File: src/rtl/uart_loader_if.sv
// Loader bus bundle: UART byte handshakes plus the single-word write port.
// The master side is the loader; the slave side is the UART/memory fabric.
interface uart_loader_if;
  logic        rx_complete;
  logic [7:0]  rx_data;
  logic        tx_valid;
  logic [7:0]  tx_data;
  logic        tx_complete;
  logic        mem_valid;
  logic [31:0] mem_addr;
  logic [31:0] mem_wdata;
  logic        mem_ready;

  modport master (
    input  rx_complete, rx_data, tx_complete, mem_ready,
    output tx_valid, tx_data, mem_valid, mem_addr, mem_wdata
  );

  modport slave (
    output rx_complete, rx_data, tx_complete, mem_ready,
    input  tx_valid, tx_data, mem_valid, mem_addr, mem_wdata
  );
endinterface

File: src/rtl/uart_loader.sv
// Serial boot loader: parses load/run packets into single-word writes and ACK/NAK replies.
// Optional mid-packet idle abort is built when UART_LOADER_TIMEOUT_EN is defined.
module uart_loader #(
  parameter int unsigned TIMEOUT_CYCLES = 5_000_000
) (
  input  logic          clock,
  input  logic          reset_n,
  uart_loader_if.master bus,
  output logic          run_pulse,
  output logic [31:0]   run_addr,
  output logic          busy,
  output logic          err_csum,
  output logic          err_overrun,
  output logic          err_timeout
);

  localparam logic [2:0] S_IDLE  = 3'd0;
  localparam logic [2:0] S_ADDR  = 3'd1;
  localparam logic [2:0] S_COUNT = 3'd2;
  localparam logic [2:0] S_DATA  = 3'd3;
  localparam logic [2:0] S_CSUM  = 3'd4;
  localparam logic [2:0] S_DRAIN = 3'd5;
  localparam logic [2:0] S_RESP  = 3'd6;

  localparam logic [7:0] SYNC_LOAD = 8'hB0;
  localparam logic [7:0] SYNC_RUN  = 8'hB1;
  localparam logic [7:0] ACK       = 8'h06;
  localparam logic [7:0] NAK       = 8'h15;

  typedef struct packed {
    logic [31:0] addr;
    logic [31:0] wdata;
  } mem_req_t;

  logic [2:0]  state;
  logic        is_run;
  logic [1:0]  byte_cnt;
  logic [23:0] shift_q;
  logic [31:0] wr_addr;
  logic [15:0] words_left;
  logic [7:0]  sum;
  logic        mem_valid_q;
  mem_req_t    req_q;
  logic        tx_valid_q;
  logic [7:0]  tx_data_q;

  logic        rx;
  logic [7:0]  rx_byte;
  logic [31:0] word;
  logic [15:0] count_w;
  logic [7:0]  sum_n;
  logic        slot_free;
  logic        sync_hit;
  logic        tmo_hit;

  assign rx        = bus.rx_complete;
  assign rx_byte   = bus.rx_data;
  // One shift register serves address, count and data: fields arrive LSB first.
  assign word      = {rx_byte, shift_q};
  assign count_w   = {rx_byte, shift_q[23:16]};
  assign sum_n     = sum + rx_byte;
  assign slot_free = !mem_valid_q || bus.mem_ready;
  assign sync_hit  = (state == S_IDLE) && rx && (rx_byte == SYNC_LOAD || rx_byte == SYNC_RUN);

  always_ff @(posedge clock or negedge reset_n) begin
    if (!reset_n) begin
      state       <= S_IDLE;
      is_run      <= 1'b0;
      byte_cnt    <= 2'd0;
      shift_q     <= '0;
      wr_addr     <= '0;
      words_left  <= '0;
      sum         <= '0;
      mem_valid_q <= 1'b0;
      req_q       <= '0;
      tx_valid_q  <= 1'b0;
      tx_data_q   <= '0;
      run_addr    <= '0;
      err_csum    <= 1'b0;
      err_overrun <= 1'b0;
    end else begin
      if (mem_valid_q && bus.mem_ready) mem_valid_q <= 1'b0;
      if (rx && (state == S_ADDR || state == S_COUNT || state == S_DATA)) begin
        shift_q  <= {rx_byte, shift_q[23:8]};
        sum      <= sum_n;
        byte_cnt <= byte_cnt + 2'd1;
      end
      case (state)
        S_IDLE: if (sync_hit) begin
          is_run      <= rx_byte[0];
          sum         <= '0;
          byte_cnt    <= 2'd0;
          err_csum    <= 1'b0;
          err_overrun <= 1'b0;
          state       <= S_ADDR;
        end
        S_ADDR: if (rx && byte_cnt == 2'd3) begin
          wr_addr <= is_run ? word : {word[31:2], 2'b00};
          state   <= is_run ? S_CSUM : S_COUNT;
        end
        S_COUNT: if (rx && byte_cnt == 2'd1) begin
          byte_cnt   <= 2'd0;
          words_left <= count_w;
          state      <= (count_w == 16'd0) ? S_CSUM : S_DATA;
        end
        S_DATA: if (rx && byte_cnt == 2'd3) begin
          // An acceptance this cycle frees the slot for the word completing now.
          if (slot_free) begin
            mem_valid_q <= 1'b1;
            req_q       <= '{addr: wr_addr, wdata: word};
            wr_addr     <= wr_addr + 32'd4;
          end else begin
            err_overrun <= 1'b1;
          end
          words_left <= words_left - 16'd1;
          if (words_left == 16'd1) state <= S_CSUM;
        end
        S_CSUM: if (rx) begin
          err_csum <= (sum_n != 8'd0);
          if (is_run && sum_n == 8'd0) run_addr <= wr_addr;
          state <= S_DRAIN;
        end
        S_DRAIN: if (!mem_valid_q) begin
          tx_valid_q <= 1'b1;
          tx_data_q  <= (err_csum || err_overrun || err_timeout) ? NAK : ACK;
          state      <= S_RESP;
        end
        S_RESP: if (bus.tx_complete) begin
          tx_valid_q <= 1'b0;
          state      <= S_IDLE;
        end
        default: state <= S_IDLE;
      endcase
      if (tmo_hit) begin
        mem_valid_q <= 1'b0;
        tx_valid_q  <= 1'b1;
        tx_data_q   <= NAK;
        state       <= S_RESP;
      end
    end
  end

`ifdef UART_LOADER_TIMEOUT_EN
  logic [31:0] tmo_cnt;
  logic        err_tmo_q;
  logic        in_pkt;

  assign in_pkt  = (state == S_ADDR) || (state == S_COUNT) || (state == S_DATA) || (state == S_CSUM);
  assign tmo_hit = in_pkt && !rx && (tmo_cnt == 32'(TIMEOUT_CYCLES - 1));

  always_ff @(posedge clock or negedge reset_n) begin
    if (!reset_n) begin
      tmo_cnt   <= '0;
      err_tmo_q <= 1'b0;
    end else begin
      if (sync_hit) err_tmo_q <= 1'b0;
      if (tmo_hit) err_tmo_q <= 1'b1;
      if (!in_pkt || rx || tmo_hit) tmo_cnt <= '0;
      else tmo_cnt <= tmo_cnt + 32'd1;
    end
  end

  assign err_timeout = err_tmo_q;
`else
  assign tmo_hit     = 1'b0;
  assign err_timeout = 1'b0;
`endif

  assign bus.mem_valid = mem_valid_q;
  assign bus.mem_addr  = req_q.addr;
  assign bus.mem_wdata = req_q.wdata;
  assign bus.tx_valid  = tx_valid_q;
  assign bus.tx_data   = tx_data_q;
  assign run_pulse     = (state == S_RESP) && bus.tx_complete && is_run && (tx_data_q == ACK);
  assign busy          = (state != S_IDLE);

endmodule

File: src/flat_wrapper.sv
// flat-port wrapper written by rule: the top's interface ports become plain ports
module uart_loader_flat 
#(
  parameter int unsigned TIMEOUT_CYCLES = 5_000_000
)
  (clock, reset_n, run_pulse, run_addr, busy, err_csum, err_overrun, err_timeout, bus_rx_complete, bus_rx_data, bus_tx_complete, bus_mem_ready, bus_tx_valid, bus_tx_data, bus_mem_valid, bus_mem_addr, bus_mem_wdata);
  uart_loader_if bus_i ();
  input  logic clock;
  input  logic reset_n;
  output logic run_pulse;
  output logic [31:0] run_addr;
  output logic busy;
  output logic err_csum;
  output logic err_overrun;
  output logic err_timeout;
  input wire logic [$bits(bus_i.rx_complete)-1:0] bus_rx_complete;
  input wire logic [$bits(bus_i.rx_data)-1:0] bus_rx_data;
  input wire logic [$bits(bus_i.tx_complete)-1:0] bus_tx_complete;
  input wire logic [$bits(bus_i.mem_ready)-1:0] bus_mem_ready;
  output wire logic [$bits(bus_i.tx_valid)-1:0] bus_tx_valid;
  output wire logic [$bits(bus_i.tx_data)-1:0] bus_tx_data;
  output wire logic [$bits(bus_i.mem_valid)-1:0] bus_mem_valid;
  output wire logic [$bits(bus_i.mem_addr)-1:0] bus_mem_addr;
  output wire logic [$bits(bus_i.mem_wdata)-1:0] bus_mem_wdata;
  assign bus_i.rx_complete = bus_rx_complete;
  assign bus_i.rx_data = bus_rx_data;
  assign bus_i.tx_complete = bus_tx_complete;
  assign bus_i.mem_ready = bus_mem_ready;
  assign bus_tx_valid = bus_i.tx_valid;
  assign bus_tx_data = bus_i.tx_data;
  assign bus_mem_valid = bus_i.mem_valid;
  assign bus_mem_addr = bus_i.mem_addr;
  assign bus_mem_wdata = bus_i.mem_wdata;
  uart_loader #(.TIMEOUT_CYCLES(TIMEOUT_CYCLES)) u_core (.clock(clock), .reset_n(reset_n), .bus(bus_i), .run_pulse(run_pulse), .run_addr(run_addr), .busy(busy), .err_csum(err_csum), .err_overrun(err_overrun), .err_timeout(err_timeout));
endmodule
File: config.mk
export PLATFORM = sky130hd
export DESIGN_NAME = uart_loader_flat
export DESIGN_NICKNAME = d
export VERILOG_FILES = /design/src/rtl/uart_loader_if.sv /design/src/rtl/uart_loader.sv /design/src/flat_wrapper.sv
export SDC_FILE = /design/constraint.sdc
export NUM_CORES = 1
export LEC_CHECK = 0
export ABC_AREA = 0
export CAP_MARGIN = 20
export CORE_UTILIZATION = 50
export CTS_CLUSTER_DIAMETER = 100
export CTS_CLUSTER_SIZE = 25
export DETAILED_ROUTE_END_ITERATION = 12
export GPL_ROUTABILITY_DRIVEN = 0
export HOLD_SLACK_MARGIN = 0.1
export MAX_ROUTING_LAYER = met4
export PLACE_DENSITY = 0.76
export SLEW_MARGIN = 15
export SYNTH_ARGS = -nofsm -noshare
export SYNTH_HDL_FRONTEND = slang
export SYNTH_SLANG_ARGS = --single-unit
File: constraint.sdc
create_clock -name clock -period 2.98 [get_ports clock]
set_clock_uncertainty 0.1 [all_clocks]
set_input_delay 0.596 -clock clock [delete_from_list [all_inputs] [get_ports clock]]
set_output_delay 0.596 -clock clock [all_outputs]
set_load 0.01 [all_outputs]
==> impl_metrics.env <==
export IMPL_finalHoldViolCount=0
export IMPL_cp_end_kind="register"
export IMPL_finalCriticalPeriod_ps=3320
export IMPL_p_clk_share_pct=21.7
export IMPL_die_x_um=135
export IMPL_worstMarginPinSlew_ps=644
export IMPL_synth_seq_cells=189
export IMPL_crit_path_start_kind="register"
export IMPL_cp_top_family="simple AND/OR/NAND/NOR gates"
export IMPL_min_from="u_core.words_left[15]$_DFFE_PN0P_"
export IMPL_async_reset_ff_share_pct=100
export IMPL_numPortBuffers=118
export IMPL_drc=0
export IMPL_wl_per_cell_um=18.0
export IMPL_path_cells="ha_4 > fa_2 > xor2_2 > or3_4 > or4_4 > or4_4 > buf_6 > mux2_4"
export IMPL_cp_arrival_ps=3540
export IMPL_grt_use_total_pct=26.1
export IMPL_synth_area_um2=8860
export IMPL_finalMaxSlewViolations=0
export IMPL_hpwl_um=14500
export IMPL_hp_class="register to register"
export IMPL_grt_pass1_vias=6654
export IMPL_routed_wl_um=21700
export IMPL_met1_usage_pct=36.7
export IMPL_holdPathEnd="u_core.words_left[15]$_DFFE_PN0P_"
export IMPL_p_leak_uw=0.00515
export IMPL_worst_r2r_path_depth=8
export IMPL_cts_root_buf="clkbuf_16"
export IMPL_cts_buffers=17
export IMPL_timing_setup_tns_ps=-10260
export IMPL_crit_buf_inv=1
export IMPL_whs_path_depth=1
export IMPL_synth_cells=832
export IMPL_synth_xor_area_share_pct=0.791
export IMPL_busiest_layer="met2"
export IMPL_rsz0062_at_grt="yes"
export IMPL_synth_warnings=0
export IMPL_post_dp_cell_area_um2=10500
export IMPL_r2r_start="u_core.sum[0]$_DFF_PN0_"
export IMPL_path_clk_slew_ps=70
export IMPL_p_switching_uw=3660
export IMPL_grt_pass1_wl_um=35600
export IMPL_muxShareOfSynthArea_pct=13.8
export IMPL_cellInternalPower_uw=6720
export IMPL_cpMostUsedCell="or4_4"
export IMPL_coreArea_um2=17300
export IMPL_max_slew_margin_rel_pct=57.1
export IMPL_yosys_area_top_type="dfrtp_1"
export IMPL_antenna_cells=0
export IMPL_post_place_ws_ps=-1050
export IMPL_ant_nets=0
export IMPL_netSwitchingFraction_pct=35.2
export IMPL_via_per_inst=5.74
export IMPL_vias=6923
export IMPL_final_period_utilization_pct=111
export IMPL_ctsLongestPathBuffers=2
export IMPL_avgSynthCellArea_um2=10.6
export IMPL_cts_tree="built"
export IMPL_synth_top_family_by_area="multiplexers"
export IMPL_cap_violations=0
export IMPL_rows=48
export IMPL_cts_sinks=189
export IMPL_r2r_end="u_core.run_addr[12]$_DFFE_PN0P_"
export IMPL_grt_max_degree=69
export IMPL_grt_remaining_overflow=0
export IMPL_final_fill_count=1338
export IMPL_path_class="register to register"
export IMPL_p_per_area_nw_per_um2=925
export IMPL_violations="setup timing"
export IMPL_max_freq_mhz=301
export IMPL_clock_latency_ps=440
export IMPL_grt_antenna_before_repair=0
export IMPL_die_h_um=135
export IMPL_synth_seq_area_share_pct=53.4
export IMPL_grt_util_met3_pct=4.24
export IMPL_drive_gt1_share_pct=20.4
export IMPL_htreeDepth=4
export IMPL_synth_edf_count=0
export IMPL_io_pins=124
export IMPL_drt_iter0_drc=636
export IMPL_cp_slowest_cell="or4_4"
export IMPL_status="complete, but fails checks"
export IMPL_crit_required_ps=3200
export IMPL_layout_commonest_cell="dfrtp_1"
export IMPL_cpPeakStageDelay_ps=530
export IMPL_yosysTopAreaCellShare_pct=53.4
export IMPL_synth_area_top_cells="dfrtp_1 53%, mux2_2 8.6%, nand2_1 5.6%"
export IMPL_initial_core_util_pct=51.2
export IMPL_synth_compound_area_share_pct=12.5
export IMPL_peakVddDrop_v=0.000582
export IMPL_nets=994
export IMPL_setup_violations=32
export IMPL_pwr_share_comb_pct=34.6
export IMPL_ys_types=56
export IMPL_power_frac_seq_pct=43.6
export IMPL_syn_to_final_growth_pct=26.5
export IMPL_final_util_pct=64.8
export IMPL_fin_ws_ps=-342
export IMPL_ff2ff_setup_slack_ps=-340
export IMPL_crit_fanout=8
export IMPL_fp_dieArea_um2=18300
export IMPL_ys_flop_type="dfrtp_1"
export IMPL_synthAdderAreaFrac_pct=1.92
export IMPL_final_cell_mix="189 x dfrtp_1, 131 x nand2_1, 113 x clkdlybuf4s50_1"
export IMPL_met2_usage_pct=39.0
export IMPL_synthSimpleGateAreaFrac_pct=13.8
export IMPL_stdcell_area_um2=11200
export IMPL_first_pass_iters=5
-- layer usage --
| metal | wire length, um | share of wire (%) | vias to the layer above |
|---|---|---|---|
| li1 | - | - | 3221 |
| met1 | 9670 | 44 | 3408 |
| met2 | 10400 | 48 | 273 |
| met3 | 1390 | 6.4 | 21 |
| met4 | 266 | 1.2 | 0 |
| met5 | 0 | 0 | - |
-- cell usage after synthesis (7+ instances only) --
cell type  count
nor2_1        52
nor4_1        10
nand2_1      131
a21oi_1       68
nand4_1       11
nor3_1        15
o22ai_1       13
o21ai_0       51
clkbuf_1      42
and3_1         7
mux2_4        30
dfrtp_1      189
mux2_2        68
nand3_1       19
inv_1          9
ha_1          12
-- metrics by stage --
| step | instances | total power [uW] | hold WS (ps) |
|---|---|---|---|
| floorplan | 836 | 6190 | 200 |
| global placement | 1164 | 7780 | 367 |
| detailed placement | 1164 | 7910 | 380 |
| CTS | 1207 | 10300 | 395 |
| global route | 1206 | 11000 | 423 |
| finish | 1206 | 10400 | 394 |
-- registers in the layout, indices dropped and copies added (netlist names) --
name                  cells
u_core.bus.mem_wdata     32
u_core.words_left        16
u_core.err_overrun        1
u_core.err_csum           1
u_core.bus.mem_addr      32
u_core.bus.tx_data        3
u_core.sum                8
u_core.shift_q           24
u_core.bus.tx_valid       1
u_core.state              3
u_core.bus.mem_valid      1
u_core.run_addr          32
u_core.wr_addr           32
u_core.is_run             1
u_core.byte_cnt           2
-- power by group through the flow --
stage | clock [uW] | sequential [uW] | combinational (uW)
finish | 2250 | 4520 | 3590
global route | 2400 | 4660 | 3950
CTS | 2280 | 4500 | 3510
detailed placement | 0 | 4530 | 3380
global placement | 0 | 4510 | 3270
floorplan | 0 | 4330 | 1860
-- cell families (layout without fill, tap and decap cells) --
| kind of cell | Yosys count | in the layout |
|---|---|---|
| XOR/XNOR | 8 | 8 |
| adder cells (fa/ha/maj) | 13 | 13 |
| other | 1 | 5 |
| flip-flops | 189 | 189 |
| buffers and inverters | 65 | 210 |
| multiplexers | 99 | 99 |
| AO/OA/AOI/OAI | 185 | 185 |
| AND/OR/NAND/NOR | 272 | 272 |
-- final cells by class --
type | instances | area, um2 | share of cell area, %
Sequential cell | 189 | 4730 | 42.2
Multi-Input combinational cell | 582 | 3920 | 34.9
Timing Repair Buffer | 169 | 1670 | 14.9
Clock buffer | 19 | 443 | 3.95
Tap cell | 225 | 282 | 2.51
Clock inverter | 13 | 136 | 1.22
Inverter | 9 | 33.8 | 0.301
-- timing repair --
item,4_1_cts,5_1_grt
gates cloned,3,0
setup endpoints to repair,32,32
gates resized for setup,16,7
pin swaps,6,11
hold buffers,1,0
setup buffers,7,2
endpoints found under the hold margin,57,0
-- how the worst max path moves through the flow --
stage,from,endpoint,slack (ps),cells past startpoint
floorplan,bus_rx_data[0],u_core.run_addr[0]$_DFFE_PN0P_,-260,10
global placement,bus_rx_data[0],u_core.run_addr[8]$_DFFE_PN0P_,-1000,10
detailed placement,bus_rx_data[0],u_core.run_addr[17]$_DFFE_PN0P_,-1050,10
CTS,u_core.sum[0]$_DFF_PN0_,u_core.run_addr[20]$_DFFE_PN0P_,-380,9
global route,u_core.sum[0]$_DFF_PN0_,u_core.run_addr[31]$_DFFE_PN0P_,-410,8
finish,u_core.sum[0]$_DFF_PN0_,u_core.run_addr[12]$_DFFE_PN0P_,-340,8
Note: power is estimated with default switching activity, not from simulation.
